`config.mk`:
```
export PLATFORM = sky130hd
export DESIGN_NAME = wb_bypass_buffer
export DESIGN_NICKNAME = d
export VERILOG_FILES = /design/src/rtl/wb_bypass_buffer.sv
export SDC_FILE = /design/constraint.sdc
export NUM_CORES = 1
export LEC_CHECK = 0
export BUFFER_PORTS_ARGS = -buffer_cell sky130_fd_sc_hd__buf_4
export CORE_MARGIN = 5
export CORE_UTILIZATION = 40
export CTS_BUF_LIST = sky130_fd_sc_hd__clkbuf_4 sky130_fd_sc_hd__clkbuf_8 sky130_fd_sc_hd__clkbuf_16
export DETAILED_ROUTE_END_ITERATION = 8
export PLACE_DENSITY = 0.77
export SLEW_MARGIN = 20
export SYNTH_ARGS = -nofsm -noshare
export SYNTH_HDL_FRONTEND = slang
export SYNTH_SLANG_ARGS = --single-unit
```
`constraint.sdc`:
```
create_clock -name clk -period 4.3 [get_ports clk]
set_input_delay 0.215 -clock clk [delete_from_list [all_inputs] [get_ports clk]]
set_output_delay 0.215 -clock clk [all_outputs]
set_load 0.05 [all_outputs]
```
`src/rtl/wb_bypass_buffer.sv`:
```
// ---------------------------------------------------------------------------
// wb_bypass_buffer
//
// Purpose:
//   This is the writeback-side forwarding store for the stage-1 operand muxes.
//   It records the last DEPTH committed register writes (rd, data) from stage 3
//   and answers zero-latency lookups for the rs1/rs2 operands of the stage-1
//   instruction.
//
//   It also tracks a load whose data returns late. While that data is
//   outstanding, the buffer refuses further writebacks. A stage-1 instruction
//   that reads the load destination is stalled until the data arrives.
//
// Parameters:
//   DEPTH  number of buffered writebacks (1..4); entry 0 is the newest
//   XLEN   data width
//
// Ports:
//   clk            clock; all state changes on the rising edge
//   rst            synchronous reset, active-low
//   wb_valid       stage 3 offers a register write
//   wb_ready       buffer accepts the offer (transfer = wb_valid && wb_ready)
//   wb_rd          destination register of the offered write
//   wb_data        write data (ignored for a pending load)
//   wb_pending     offered write is a load whose data arrives later
//   ld_data_valid  late load data present this cycle
//   ld_data        late load data
//   inst_s1        stage-1 instruction (rs1=[19:15], rs2=[24:20], opcode=[6:0])
//   fwd_sel_1/2    0 = take fwd_data_N, 1 = take the regfile value
//   fwd_data_1/2   forwarded operand values (0 when not forwarding)
//   stall_s1       stage 1 must hold; an operand waits on an unreturned load
//
// Optional feature (macro BYPASS_STATS_EN):
//   When defined, this adds the saturating counters stat_fwd_hits (cycles with
//   any forward) and stat_stall_cycles (cycles with stall_s1 high).
// ---------------------------------------------------------------------------
module wb_bypass_buffer #(
    parameter int DEPTH = 2,
    parameter int XLEN  = 32
) (
    input  logic            clk,
    input  logic            rst,
    input  logic            wb_valid,
    output logic            wb_ready,
    input  logic [4:0]      wb_rd,
    input  logic [XLEN-1:0] wb_data,
    input  logic            wb_pending,
    input  logic            ld_data_valid,
    input  logic [XLEN-1:0] ld_data,
    input  logic [31:0]     inst_s1,
    output logic            fwd_sel_1,
    output logic            fwd_sel_2,
    output logic [XLEN-1:0] fwd_data_1,
    output logic [XLEN-1:0] fwd_data_2,
    output logic            stall_s1
`ifdef BYPASS_STATS_EN
    ,
    output logic [31:0]     stat_fwd_hits,
    output logic [31:0]     stat_stall_cycles
`endif
);

    localparam logic [6:0] OP_R      = 7'b0110011;
    localparam logic [6:0] OP_I      = 7'b0010011;
    localparam logic [6:0] OP_LOAD   = 7'b0000011;
    localparam logic [6:0] OP_STORE  = 7'b0100011;
    localparam logic [6:0] OP_BRANCH = 7'b1100011;
    localparam logic [6:0] OP_JALR   = 7'b1100111;
    localparam logic [6:0] OP_CSR    = 7'b1110011;

    typedef enum logic {
        IDLE,
        WAIT_LOAD
    } state_t;

    typedef struct packed {
        logic            hit;
        logic            rdy;
        logic [XLEN-1:0] data;
    } lookup_t;

    typedef struct packed {
        logic            sel;
        logic            stall;
        logic [XLEN-1:0] data;
    } resolve_t;

    state_t          state;
    state_t          state_nxt;

    logic [DEPTH-1:0] ent_vld;
    logic [DEPTH-1:0] ent_rdy;
    logic [4:0]       ent_rd   [DEPTH];
    logic [XLEN-1:0]  ent_data [DEPTH];

    logic            accept;
    logic            load_done;

    logic [6:0]      opcode;
    logic [4:0]      rs1;
    logic [4:0]      rs2;
    logic            use_rs1;
    logic            use_rs2;
    resolve_t        res_1;
    resolve_t        res_2;

    logic            unused_inst;

    // ------------------------------------------------------------------
    // Lookup helpers.
    // Entries are scanned from oldest to newest, so the newest matching
    // entry overwrites any older one. Older entries with the same rd are
    // therefore shadowed.
    // ------------------------------------------------------------------
    function automatic lookup_t lookup(input logic [4:0] rs);
        lookup_t r;
        r = '0;
        for (int i = DEPTH - 1; i >= 0; i--) begin
            if (ent_vld[i] && (ent_rd[i] == rs)) begin
                r.hit  = 1'b1;
                r.rdy  = ent_rdy[i];
                r.data = ent_data[i];
            end
        end
        return r;
    endfunction

    // A hit on the not-ready entry is satisfied directly from the load
    // return bus when the data arrives in the same cycle. Otherwise the
    // instruction stalls and the regfile path is selected.
    function automatic resolve_t resolve(input logic used, input logic [4:0] rs);
        resolve_t r;
        lookup_t  lk;
        r.sel   = 1'b1;
        r.stall = 1'b0;
        r.data  = '0;
        lk      = lookup(rs);
        if (used && (rs != 5'd0) && lk.hit) begin
            if (lk.rdy) begin
                r.sel  = 1'b0;
                r.data = lk.data;
            end else if (ld_data_valid) begin
                r.sel  = 1'b0;
                r.data = ld_data;
            end else begin
                r.stall = 1'b1;
            end
        end
        return r;
    endfunction

    function automatic logic [31:0] sat_inc(input logic [31:0] v);
        return (v == 32'hFFFF_FFFF) ? v : v + 32'd1;
    endfunction

    // ------------------------------------------------------------------
    // Writeback handshake / load tracking FSM
    // ------------------------------------------------------------------
    always_comb begin
        state_nxt = state;
        wb_ready  = 1'b0;
        case (state)
            IDLE: begin
                wb_ready = 1'b1;
                if (wb_valid && wb_pending && (wb_rd != 5'd0)) begin
                    state_nxt = WAIT_LOAD;
                end
            end
            WAIT_LOAD: begin
                if (ld_data_valid) begin
                    state_nxt = IDLE;
                end
            end
            default: state_nxt = IDLE;
        endcase
    end

    // A transfer to x0 completes the handshake but is not stored.
    assign accept    = wb_valid && wb_ready && (wb_rd != 5'd0);
    assign load_done = (state == WAIT_LOAD) && ld_data_valid;

    always_ff @(posedge clk) begin
        if (!rst) begin
            state   <= IDLE;
            ent_vld <= '0;
            ent_rdy <= '0;
        end else begin
            state <= state_nxt;
            if (accept) begin
                for (int i = DEPTH - 1; i > 0; i--) begin
                    ent_vld[i] <= ent_vld[i-1];
                    ent_rdy[i] <= ent_rdy[i-1];
                end
                ent_vld[0] <= 1'b1;
                ent_rdy[0] <= !wb_pending;
            end else if (load_done) begin
                // No shift can happen in WAIT_LOAD, so the pending entry is
                // still entry 0.
                ent_rdy[0] <= 1'b1;
            end
        end
    end

    // Data and tag storage is qualified by ent_vld and carries no reset.
    always_ff @(posedge clk) begin
        if (accept) begin
            for (int i = DEPTH - 1; i > 0; i--) begin
                ent_rd[i]   <= ent_rd[i-1];
                ent_data[i] <= ent_data[i-1];
            end
            ent_rd[0]   <= wb_rd;
            ent_data[0] <= wb_data;
        end else if (load_done) begin
            ent_data[0] <= ld_data;
        end
    end

    // ------------------------------------------------------------------
    // Stage-1 operand decode and forwarding lookup (combinational)
    // ------------------------------------------------------------------
    assign opcode = inst_s1[6:0];
    assign rs1    = inst_s1[19:15];
    assign rs2    = inst_s1[24:20];

    assign unused_inst = ^{inst_s1[31:25], inst_s1[14:7]};

    always_comb begin
        use_rs1 = 1'b0;
        use_rs2 = 1'b0;
        case (opcode)
            OP_R, OP_STORE, OP_BRANCH: begin
                use_rs1 = 1'b1;
                use_rs2 = 1'b1;
            end
            OP_I, OP_LOAD, OP_JALR, OP_CSR: begin
                use_rs1 = 1'b1;
            end
            default: begin
                use_rs1 = 1'b0;
                use_rs2 = 1'b0;
            end
        endcase
    end

    always_comb begin
        res_1 = resolve(use_rs1, rs1);
        res_2 = resolve(use_rs2, rs2);
    end

    assign fwd_sel_1  = res_1.sel;
    assign fwd_sel_2  = res_2.sel;
    assign fwd_data_1 = res_1.data;
    assign fwd_data_2 = res_2.data;
    assign stall_s1   = res_1.stall || res_2.stall;

`ifdef BYPASS_STATS_EN
    // ------------------------------------------------------------------
    // Saturating statistics counters
    // ------------------------------------------------------------------
    always_ff @(posedge clk) begin
        if (!rst) begin
            stat_fwd_hits     <= '0;
            stat_stall_cycles <= '0;
        end else begin
            if (!fwd_sel_1 || !fwd_sel_2) begin
                stat_fwd_hits <= sat_inc(stat_fwd_hits);
            end
            if (stall_s1) begin
                stat_stall_cycles <= sat_inc(stat_stall_cycles);
            end
        end
    end
`else
    // Without statistics, the saturating increment helper is not instantiated.
`endif

endmodule

```
==> flow_summary.toml <==
[outcome]
status = "completed"

[detailed_routing]
routed_wl_mm = 14.0
routedWlPerCell_um = 19.1
drc = 0
antenna_left = 0
drt-initial-drc-count = 162
avgViaCountPerCell = 5.56
first_pass_iters = 4
vias = 4073

[cts]
cts_hold_buf = 0
cts.sinks = 79
clkLatencyLatePin_ns = 0.33
numCtsBuffers = 9
path_clk_slew_ns = 0.06
cts.path.max_buffers = 2
cts-resized-gates = 0
h-tree-depth = 3
cts_root_buf = "clkbuf_16"
tritoncts = "done"
cts_setup_buffers = 0

[sta]
tightestPinTransition_ns = 1.02
slew-limit-headroom = 0.316
fmax_mhz = 280
clock-skew-final_ns = 0.00732
rsz0062_at_grt = "false"
slew_viol_final = 0
setup_viol = 0
min_period_over_period = 0.831
finalCriticalPeriod_ns = 3.57
hold_violations = 0
timing.setup.tns_ns = 0

[synthesis]
synth-seq-cells = 79
ys_seq_area_frac = 0.449
syn_inst = 415
syn_area_um2 = 5170
async_reset_ff_frac = 0
yosysWarnings = 0
synth_nets = 521
synth_area_per_cell_um2 = 12.5
synth_edf_count = 74
synth_cell_type_count = 38
synth_ff_type = "edfxtp_1"

[global_route]
grt_start_max_net_pins = 69
antenna_found_initial = 0
grtUsageTotal = 0.182
grt_pass1_wl_mm = 21.8
grt-ovfl-total = 0
grt_pass1_vias = 4379

[power_and_ir_drop]
peakVddDrop_mv = 0.207
p_leak_nw = 2.38
power_density_nw_per_um2 = 306

[flow_run]
drv_cap = 0

[cells_and_area]
final_cell_count_no_fill = 732
final_cell_mix = "buf_4 (168), edfxtp_1 (74), mux2i_1 (64)"
diodes = 0
num-fill-cells = 1069
layout-drive-gt1-share = 0.464
syn_to_final_growth_pct = 31.5
final_nets = 661
final_common_cell = "buf_4"
multi_input_area_um2 = 2640
seq_area_um2 = 2320

[die]
initial_core_util = 0.408
fp.dieW_um = 124
die_h_um = 124
io_pins = 174
core_um2 = 12700
core.rowCount = 41
dieArea_um2 = 15300

[worst_setup_path]
critical_path_class = "reg2out"
cp-end-kind = "output pin"
worstPathRequired_ns = 4.09
r2r_setup_slack_ns = 1.91
critPathMaxFanout = 35
crit_arrival_ns = 3.36
start_kind = "flop"

[worst_hold_path]
holdCritPathClass = "in2reg"

[placed_design]
portBuffers = 158
dp.final_hpwl_mm = 9.63
place.gp.congestion = 0.835
dp_cells = 716
## final timing paths
| path | from | end | cells past startpoint |
|---|---|---|---|
| worst min register to register | ent_data[0][4] | ent_data[1][4] | 0 |
| worst min-delay path | wb_rd[0] | ent_rd[0][0] | 1 |
| worst max-delay path | ent_rd[0][0] | fwd_data_2[0] | 8 |
| worst max register to register | state | ent_rdy[0] | 3 |
## critical path: stages, from the launching register on
cell and delay (ns):
edfxtp_1 0.45, xor2_1 0.19, nor4_1 0.30, and3_2 0.67, mux2i_4 0.34, buf_4 0.44
a21oi_1 0.07, a211oi_1 0.30, buf_4 0.26
## cells by family (layout without fill, tap and decap cells)
group,after synthesis,after routing,synth area share
compound gates,143,143,0.238
mux,98,98,0.198
flops,79,79,0.449
buf+inv,43,188,0.0486
simple gates,32,32,0.0329
xor+xnor,20,20,0.0339
## report_power, final
group	internal, mW	leakage [nW]	switching (mW)
clock	0.595	0.174	0.282
sequential	0.919	0.758	0.0380
combinational	0.115	1.45	0.133
## sequential cells by signal (all words and copies together) (netlist names)
name,cells
ent_rdy,2
ent_data,64
ent_rd,10
ent_vld,2
state,1
## area by class of cell
| class | count | area share |
|---|---|---|
| flip-flops and latches | 79 | 0.341 |
| inverters | 4 | 0.00221 |
| well taps | 172 | 0.0316 |
| clock buffers | 12 | 0.0373 |
| clock inverters | 4 | 0.0140 |
| repair buffers | 168 | 0.185 |
| multi-input cells | 293 | 0.388 |
## routing by layer
layer  vias up  share of wire  global-route usage
li1       1910              -                   -
met1      2010           0.41               0.214
met2       125           0.52               0.331
met3        28          0.051              0.0341
met4         0          0.023              0.0609
met5         -              0                   0
## synthesized netlist by cell type, drive strengths merged (5+ instances only)
cell type | count | area, um^2
dfxtp | 5 | 100
a21oi | 66 | 368
clkbuf | 9 | 33.8
edfxtp | 74 | 2220
mux2 | 32 | 360
mux2i | 66 | 664
o21ai | 5 | 25.0
nand2 | 10 | 37.5
xor2 | 16 | 140
a211oi | 64 | 771
buf | 30 | 203
## per-stage QoR
step	total power, mW	area, um^2	util	hold slack [ns]	worst slack (ns)
floorplan	1.10	5170	-	0.314	1.28
global placement	1.21	6450	0.509	0.401	1.08
detailed placement	1.22	6450	0.509	0.401	1.06
CTS	2.11	6800	0.537	0.0573	0.672
global route	2.17	6800	0.537	0.0591	0.473
finish	2.08	6800	0.537	0.0709	0.728
Note: power is estimated with default switching activity, not from simulation.
